### config.mk
export PLATFORM = sky130hd
export DESIGN_NAME = interrupt_request_ctrl
export DESIGN_NICKNAME = d
export VERILOG_FILES = /design/src/rtl/irq_pkg.sv /design/src/rtl/irq_edge_sync.sv /design/src/rtl/interrupt_request_ctrl.sv
export SDC_FILE = /design/constraint.sdc
export NUM_CORES = 1
export LEC_CHECK = 0
export ABC_AREA = 1
export CAP_MARGIN = 0
export CELL_PAD_IN_SITES_DETAIL_PLACEMENT = 0
export CELL_PAD_IN_SITES_GLOBAL_PLACEMENT = 1
export CORE_ASPECT_RATIO = 1.25
export CORE_MARGIN = 2
export CORE_UTILIZATION = 34
export CTS_BUF_LIST = sky130_fd_sc_hd__clkbuf_8
export CTS_CLUSTER_DIAMETER = 60
export CTS_CLUSTER_SIZE = 20
export DETAILED_ROUTE_END_ITERATION = 10
export GPL_TIMING_DRIVEN = 0
export HOLD_SLACK_MARGIN = 0.15
export PLACE_DENSITY_LB_ADDON = 0.1
export SLEW_MARGIN = 10
export SYNTH_ARGS = -nofsm -noshare
export SYNTH_HDL_FRONTEND = slang
export SYNTH_SLANG_ARGS = --single-unit
### constraint.sdc
create_clock -name clk -period 2.4 [get_ports clk]
set_clock_uncertainty 0.05 [all_clocks]
set_input_delay 0.36 -clock clk [delete_from_list [all_inputs] [get_ports clk]]
set_output_delay 0.36 -clock clk [all_outputs]
set_load 0.005 [all_outputs]
### src/rtl/irq_pkg.sv
// Shared definitions for the interrupt request controller: source count default,
// configuration register map, FSM state encoding and the fixed-priority helper.
package irq_pkg;

  localparam int NUM_SRC_DEF = 8;

  localparam logic [1:0] ADDR_ENABLE    = 2'd0;
  localparam logic [1:0] ADDR_PENDING   = 2'd1;
  localparam logic [1:0] ADDR_ACTIVE_ID = 2'd2;
  localparam logic [1:0] ADDR_RESERVED  = 2'd3;

  typedef enum logic [1:0] {
    ST_IDLE    = 2'd0,
    ST_REQ     = 2'd1,
    ST_SERVICE = 2'd2
  } irq_state_e;

  // Lowest set index wins; an all-zero vector yields 0.
  function automatic logic [3:0] lowest_idx(input logic [15:0] vec);
    logic [3:0] idx;
    idx = 4'd0;
    for (int i = 15; i >= 0; i--) begin
      if (vec[i]) begin
        idx = 4'(i);
      end else begin
        idx = idx;
      end
    end
    return idx;
  endfunction

endpackage

### src/rtl/irq_edge_sync.sv
// Per-source level sampler and rising-edge detector. Macro IRQ_SYNC_EN inserts a
// 2-flop synchronizer ahead of edge detection.
module irq_edge_sync (
  input  logic clk,
  input  logic reset,
  input  logic src,
  output logic rise
);

  logic level_s;
  logic valid_s;
  logic level_d_r;
  logic armed_r;

`ifdef IRQ_SYNC_EN
  logic       sync1_r;
  logic       sync2_r;
  logic [1:0] fill_r;

  // Synchronizer chain; fill_r marks when sync2_r reflects a post-reset sample.
  always_ff @(posedge clk or negedge reset) begin
    if (!reset) begin
      sync1_r <= 1'b0;
      sync2_r <= 1'b0;
      fill_r  <= 2'b00;
    end else begin
      sync1_r <= src;
      sync2_r <= sync1_r;
      fill_r  <= {fill_r[0], 1'b1};
    end
  end

  assign level_s = sync2_r;
  assign valid_s = fill_r[1];
`else
  assign level_s = src;
  assign valid_s = 1'b1;
`endif

  // A source held high across reset must be seen low once before it may fire.
  always_ff @(posedge clk or negedge reset) begin
    if (!reset) begin
      level_d_r <= 1'b0;
      armed_r   <= 1'b0;
    end else begin
      level_d_r <= level_s;
      armed_r   <= armed_r | (~level_s & valid_s);
    end
  end

  assign rise = level_s & ~level_d_r & armed_r;

endmodule

### src/rtl/interrupt_request_ctrl.sv
// Fixed-priority, non-nesting interrupt request controller with ENABLE/PENDING/
// ACTIVE_ID registers. Optional IRQ_SYNC_EN adds input synchronizers.
module interrupt_request_ctrl
  import irq_pkg::*;
#(
  parameter int NUM_SRC = NUM_SRC_DEF
) (
  input  logic               clk,
  input  logic               reset,
  input  logic [NUM_SRC-1:0] irq_src,
  input  logic               cfg_we,
  input  logic [1:0]         cfg_addr,
  input  logic [31:0]        cfg_wdata,
  output logic [31:0]        cfg_rdata,
  input  logic               isr_return,
  output logic               interupt_signanl,
  output logic [3:0]         irq_id,
  output logic               irq_active
);

  logic [NUM_SRC-1:0] rise_s;
  logic [NUM_SRC-1:0] clr_s;
  logic [NUM_SRC-1:0] enable_r;
  logic [NUM_SRC-1:0] pending_r;
  logic [15:0]        req_wide_s;
  irq_state_e         state_r;
  logic [3:0]         irq_id_r;
  logic               pulse_r;
  logic               active_r;
  logic               unused_wdata_s;

  assign unused_wdata_s = ^cfg_wdata[31:NUM_SRC];

  for (genvar g = 0; g < NUM_SRC; g++) begin : g_src
    irq_edge_sync u_edge (
      .clk   (clk),
      .reset (reset),
      .src   (irq_src[g]),
      .rise  (rise_s[g])
    );
  end

  // Enable mask register.
  always_ff @(posedge clk or negedge reset) begin
    if (!reset) begin
      enable_r <= {NUM_SRC{1'b0}};
    end else if (cfg_we && (cfg_addr == ADDR_ENABLE)) begin
      enable_r <= cfg_wdata[NUM_SRC-1:0];
    end else begin
      enable_r <= enable_r;
    end
  end

  // Clear sources: W1C writes and the ISR return of the serviced id.
  always_comb begin
    clr_s = {NUM_SRC{1'b0}};
    if (cfg_we && (cfg_addr == ADDR_PENDING)) begin
      clr_s = cfg_wdata[NUM_SRC-1:0];
    end else begin
      clr_s = {NUM_SRC{1'b0}};
    end
    for (int i = 0; i < NUM_SRC; i++) begin
      if ((state_r == ST_SERVICE) && isr_return && (irq_id_r == 4'(i))) begin
        clr_s[i] = 1'b1;
      end else begin
        clr_s[i] = clr_s[i];
      end
    end
  end

  // Pending latch; a fresh edge beats a clear of the same bit.
  always_ff @(posedge clk or negedge reset) begin
    if (!reset) begin
      pending_r <= {NUM_SRC{1'b0}};
    end else begin
      pending_r <= (pending_r & ~clr_s) | rise_s;
    end
  end

  // Widen the masked request vector for the priority helper.
  always_comb begin
    req_wide_s = 16'd0;
    req_wide_s[NUM_SRC-1:0] = pending_r & enable_r;
  end

  // Request FSM with registered pulse, id and active flag.
  always_ff @(posedge clk or negedge reset) begin
    if (!reset) begin
      state_r  <= ST_IDLE;
      irq_id_r <= 4'd0;
      pulse_r  <= 1'b0;
      active_r <= 1'b0;
    end else begin
      case (state_r)
        ST_IDLE: begin
          if (req_wide_s != 16'd0) begin
            state_r  <= ST_REQ;
            irq_id_r <= lowest_idx(req_wide_s);
            pulse_r  <= 1'b1;
            active_r <= 1'b1;
          end else begin
            state_r  <= ST_IDLE;
            pulse_r  <= 1'b0;
            active_r <= 1'b0;
          end
        end
        ST_REQ: begin
          state_r  <= ST_SERVICE;
          pulse_r  <= 1'b0;
          active_r <= 1'b1;
        end
        ST_SERVICE: begin
          if (isr_return) begin
            state_r  <= ST_IDLE;
            active_r <= 1'b0;
          end else begin
            state_r  <= ST_SERVICE;
            active_r <= 1'b1;
          end
          pulse_r <= 1'b0;
        end
        default: begin
          state_r  <= ST_IDLE;
          pulse_r  <= 1'b0;
          active_r <= 1'b0;
        end
      endcase
    end
  end

  // Register read mux; unused bits read as zero.
  always_comb begin
    cfg_rdata = 32'd0;
    case (cfg_addr)
      ADDR_ENABLE:    cfg_rdata[NUM_SRC-1:0] = enable_r;
      ADDR_PENDING:   cfg_rdata[NUM_SRC-1:0] = pending_r;
      ADDR_ACTIVE_ID: begin
        cfg_rdata[3:0] = irq_id_r;
        cfg_rdata[31]  = active_r;
      end
      ADDR_RESERVED:  cfg_rdata = 32'd0;
      default:        cfg_rdata = 32'd0;
    endcase
  end

  assign interupt_signanl = pulse_r;
  assign irq_id           = irq_id_r;
  assign irq_active       = active_r;

endmodule

==> impl_metrics.toml <==
[status]
status = "finished clean"

[route]
postRouteAntennaNets = 0
drc = 0
avgRoutedWirePerCell_um = 11.0
first_iter_violations = 31
viasPerCell = 4.27
dr_total_vias = 1487
finalWirelength_um = 3840
dr.pass1.iters = 4

[final_layout]
syn_to_final_growth_pct = 35.8
drive_above_1_share = 0.215
diodes = 0
fin_nets = 329

[critical_path]
worst_setup_path_start_kind = "primary input"
timing.rr.start = "state_r[0]"
crit_path_start = "cfg_addr[0]"
critPathMostFrequentCell = "clkdlybuf4s50_1"
end_kind = "output port"
crit_type = "in -> out"
cp_slowest_cell = "clkdlybuf4s50_1"
cp_top_family = "buffers and inverters"
slowest_delay_ps = 540
cp_data_required_time_ps = 1990
cp.arrival_ps = 1920
cp_max_fo = 6
cp_num_buf_inv = 4
crit_chain = "clkdlybuf4s50_1, inv_2, nor2_4, buf_12, a22o_1, clkdlybuf4s50_1"

[synth]
synth_commonest_cells = "nand2_1 (50), dfrtp_1 (39), buf_4 (24), inv_1 (24)"
syn_inst = 212
synth_area_sq_mm = 0.00192
avgSynthCellArea_sq_um = 9.08
yosys_register_bits = 39
yosysTopAreaCell = "dfrtp_1"
ys_types = 29
ys_top_cells_by_area = "dfrtp_1 (51%), nand2_1 (9.8%), buf_4 (9.4%)"
yosys_most_used_dff = "dfrtp_1"
synthArstFlopShare = 1.00
yosysMostFrequentCell = "nand2_1"
yosys.area.top_type_share = 0.507
yosysWarnings = 0
synth-edff-count = 0
synth_seq_area_share = 0.507

[clocking]
htree_levels = 2
clk_pin_slew_ps = 70
clock_latency_ps = 280
cts_inserted_buffers = 5
cts_tree = "yes"
cts.sinks = 39
cts_buffer_depth = 2
cts_root_buf = "clkbuf_8"

[global_routing]
grt_util_all_layers = 0.136
grt_pass1_wl_um = 6560
overflow = 0
grt_max_degree = 23
grt_antenna_before_repair = 0
grt_pass1_vias = 1358

[place]
dp_slack_ps = 6.96
place.gp.congestion = 0.807
dp_hpwl_um = 3000
io_buffers = 35

[timing]
rsz0062_at_grt = "false"
setup_violations = 0
min_period_ps = 2330
post-route-period-util = 0.970
fin_ws_ps = 71.9
hold_violations = 0
clock.fmax_ghz = 0.430
slew_violations = 0

[floorplan]
core_sq_mm = 0.00544
ios = 84
start_util = 0.354
die_w_um = 71.3
fp.dieArea_sq_mm = 0.00628
num_rows = 30
die_y_um = 88.1

[power_and_ir_drop]
ir_drop_mv = 0.277
p_seq_frac = 0.452
clock_power_share = 0.213
intPower_w = 0.00129
sw_frac_of_total = 0.328
p_total_w = 0.00192
power.switching_w = 0.000630
p_comb_frac = 0.335
leakagePower_nw = 1.33
power.density_mw_per_mm2 = 735

[hold_path]
hold_path.class = "reg -> reg"
min_from = "g_src[1].u_edge.armed_r"

[run]
drv_cap = 0
[cell usage in the layout, fill, tap and decap left out]
master,instances
o21bai_1,1
nand2_4,3
nor4_1,6
clkbuf_2,1
buf_4,26
nand2_1,50
nor2_1,10
nor3_1,1
a21oi_1,4
clkbuf_8,5
buf_16,1
nand3_1,2
clkbuf_1,1
o211ai_1,3
clkinv_2,1
o22ai_1,2
or2_1,1
o221ai_1,1
nor2_4,2
buf_12,2
buf_6,1
inv_2,2
dlygate4sd3_1,1
o221ai_2,1
o21ai_0,1
nand2_2,6
conb_1,24
o21ai_1,10
inv_1,26
nor2_2,1
clkdlybuf4s50_1,33
nand3b_1,1
o21ai_2,8
buf_2,1
dlymetal6s2s_1,1
dfrtp_1,39
a22o_1,5
[cell families (layout without fill, tap and decap cells)]
family | count (synthesis) | count (layout) | synth area share
simple gates | 83 | 83 | 0.204
buf+inv | 53 | 102 | 0.155
flops | 39 | 39 | 0.507
compound gates | 36 | 36 | 0.133
other cells | 1 | 24 | 0.00195
[sequential cells by signal, summed over array words and instances (netlist names)]
register                flops
pending_r                   8
enable_r                    8
g_src.u_edge.armed_r        8
state_r                     2
g_src.u_edge.level_d_r      8
interupt_signanl            1
irq_active                  1
irq_id                      3
[cell type report]
cell class                 count  area [sq um]
buffer                        27           200
clock inverter                 3          12.5
clock buffer                   5          68.8
inverter                      26          97.6
timing repair buffer          41           440
multi-input combinational    143           737
sequential                    39           976
tap                           64          80.1
fill                         542          2830
[worst register-to-register path, stage by stage (launching register included)]
cell and delay (ps):
dfrtp_1 410, nand3b_1 380, nor4_1 370, o22ai_1 120
[worst paths after layout]
| path | cells after the start | slack, ps | end |
|---|---|---|---|
| setup / recovery | 6 | 70 | cfg_rdata[7] |
| hold / removal | 2 | 390 | g_src[1].u_edge.armed_r |
| setup reg to reg | 3 | 930 | pending_r[6] |
| hold reg to reg | 2 | 390 | g_src[1].u_edge.armed_r |
| max in group asynchronous | 3 | 1320 | enable_r[7] |
| min in group asynchronous | 2 | 500 | g_src[4].u_edge.armed_r |
[metrics by stage]
step,instances,util,setup TNS (ps),hold WS [ps],area (sq um)
3_3_place_gp,334,0.449,-3640,371,2440
5_1_grt,348,0.480,0,423,2610
3_5_place_dp,335,0.453,0,289,2460
2_1_floorplan,235,-,0,14.4,2010
4_1_cts,344,0.469,0,395,2550
6_report,348,0.480,0,392,2610
[metal layers]
layer	GRT usage	part of all wire
met2	0.225	0.50
met1	0.176	0.44
met4	0.0515	0.017
met5	0	0
met3	0.0253	0.045
[power groups by stage]
stage / logic (W) / registers [W] / clock network (W)
final: 0.000644 / 0.000868 / 0.000408
after global routing: 0.000726 / 0.000884 / 0.000468
after CTS: 0.000644 / 0.000867 / 0.000428
after detailed placement: 0.000640 / 0.000879 / 0
after global placement: 0.000632 / 0.000878 / 0
after floorplan: 0.000375 / 0.000865 / 0
[repair_timing]
| item | CTS | global route |
|---|---|---|
| gates resized for setup | 0 | 1 |
| setup endpoints to repair | 0 | 2 |
| hold buffers | 1 | 0 |
| buffers inserted | 0 | 4 |
| endpoints found under the hold margin | 17 | 0 |
No activity file was read; power rests on OpenSTA's default activity.
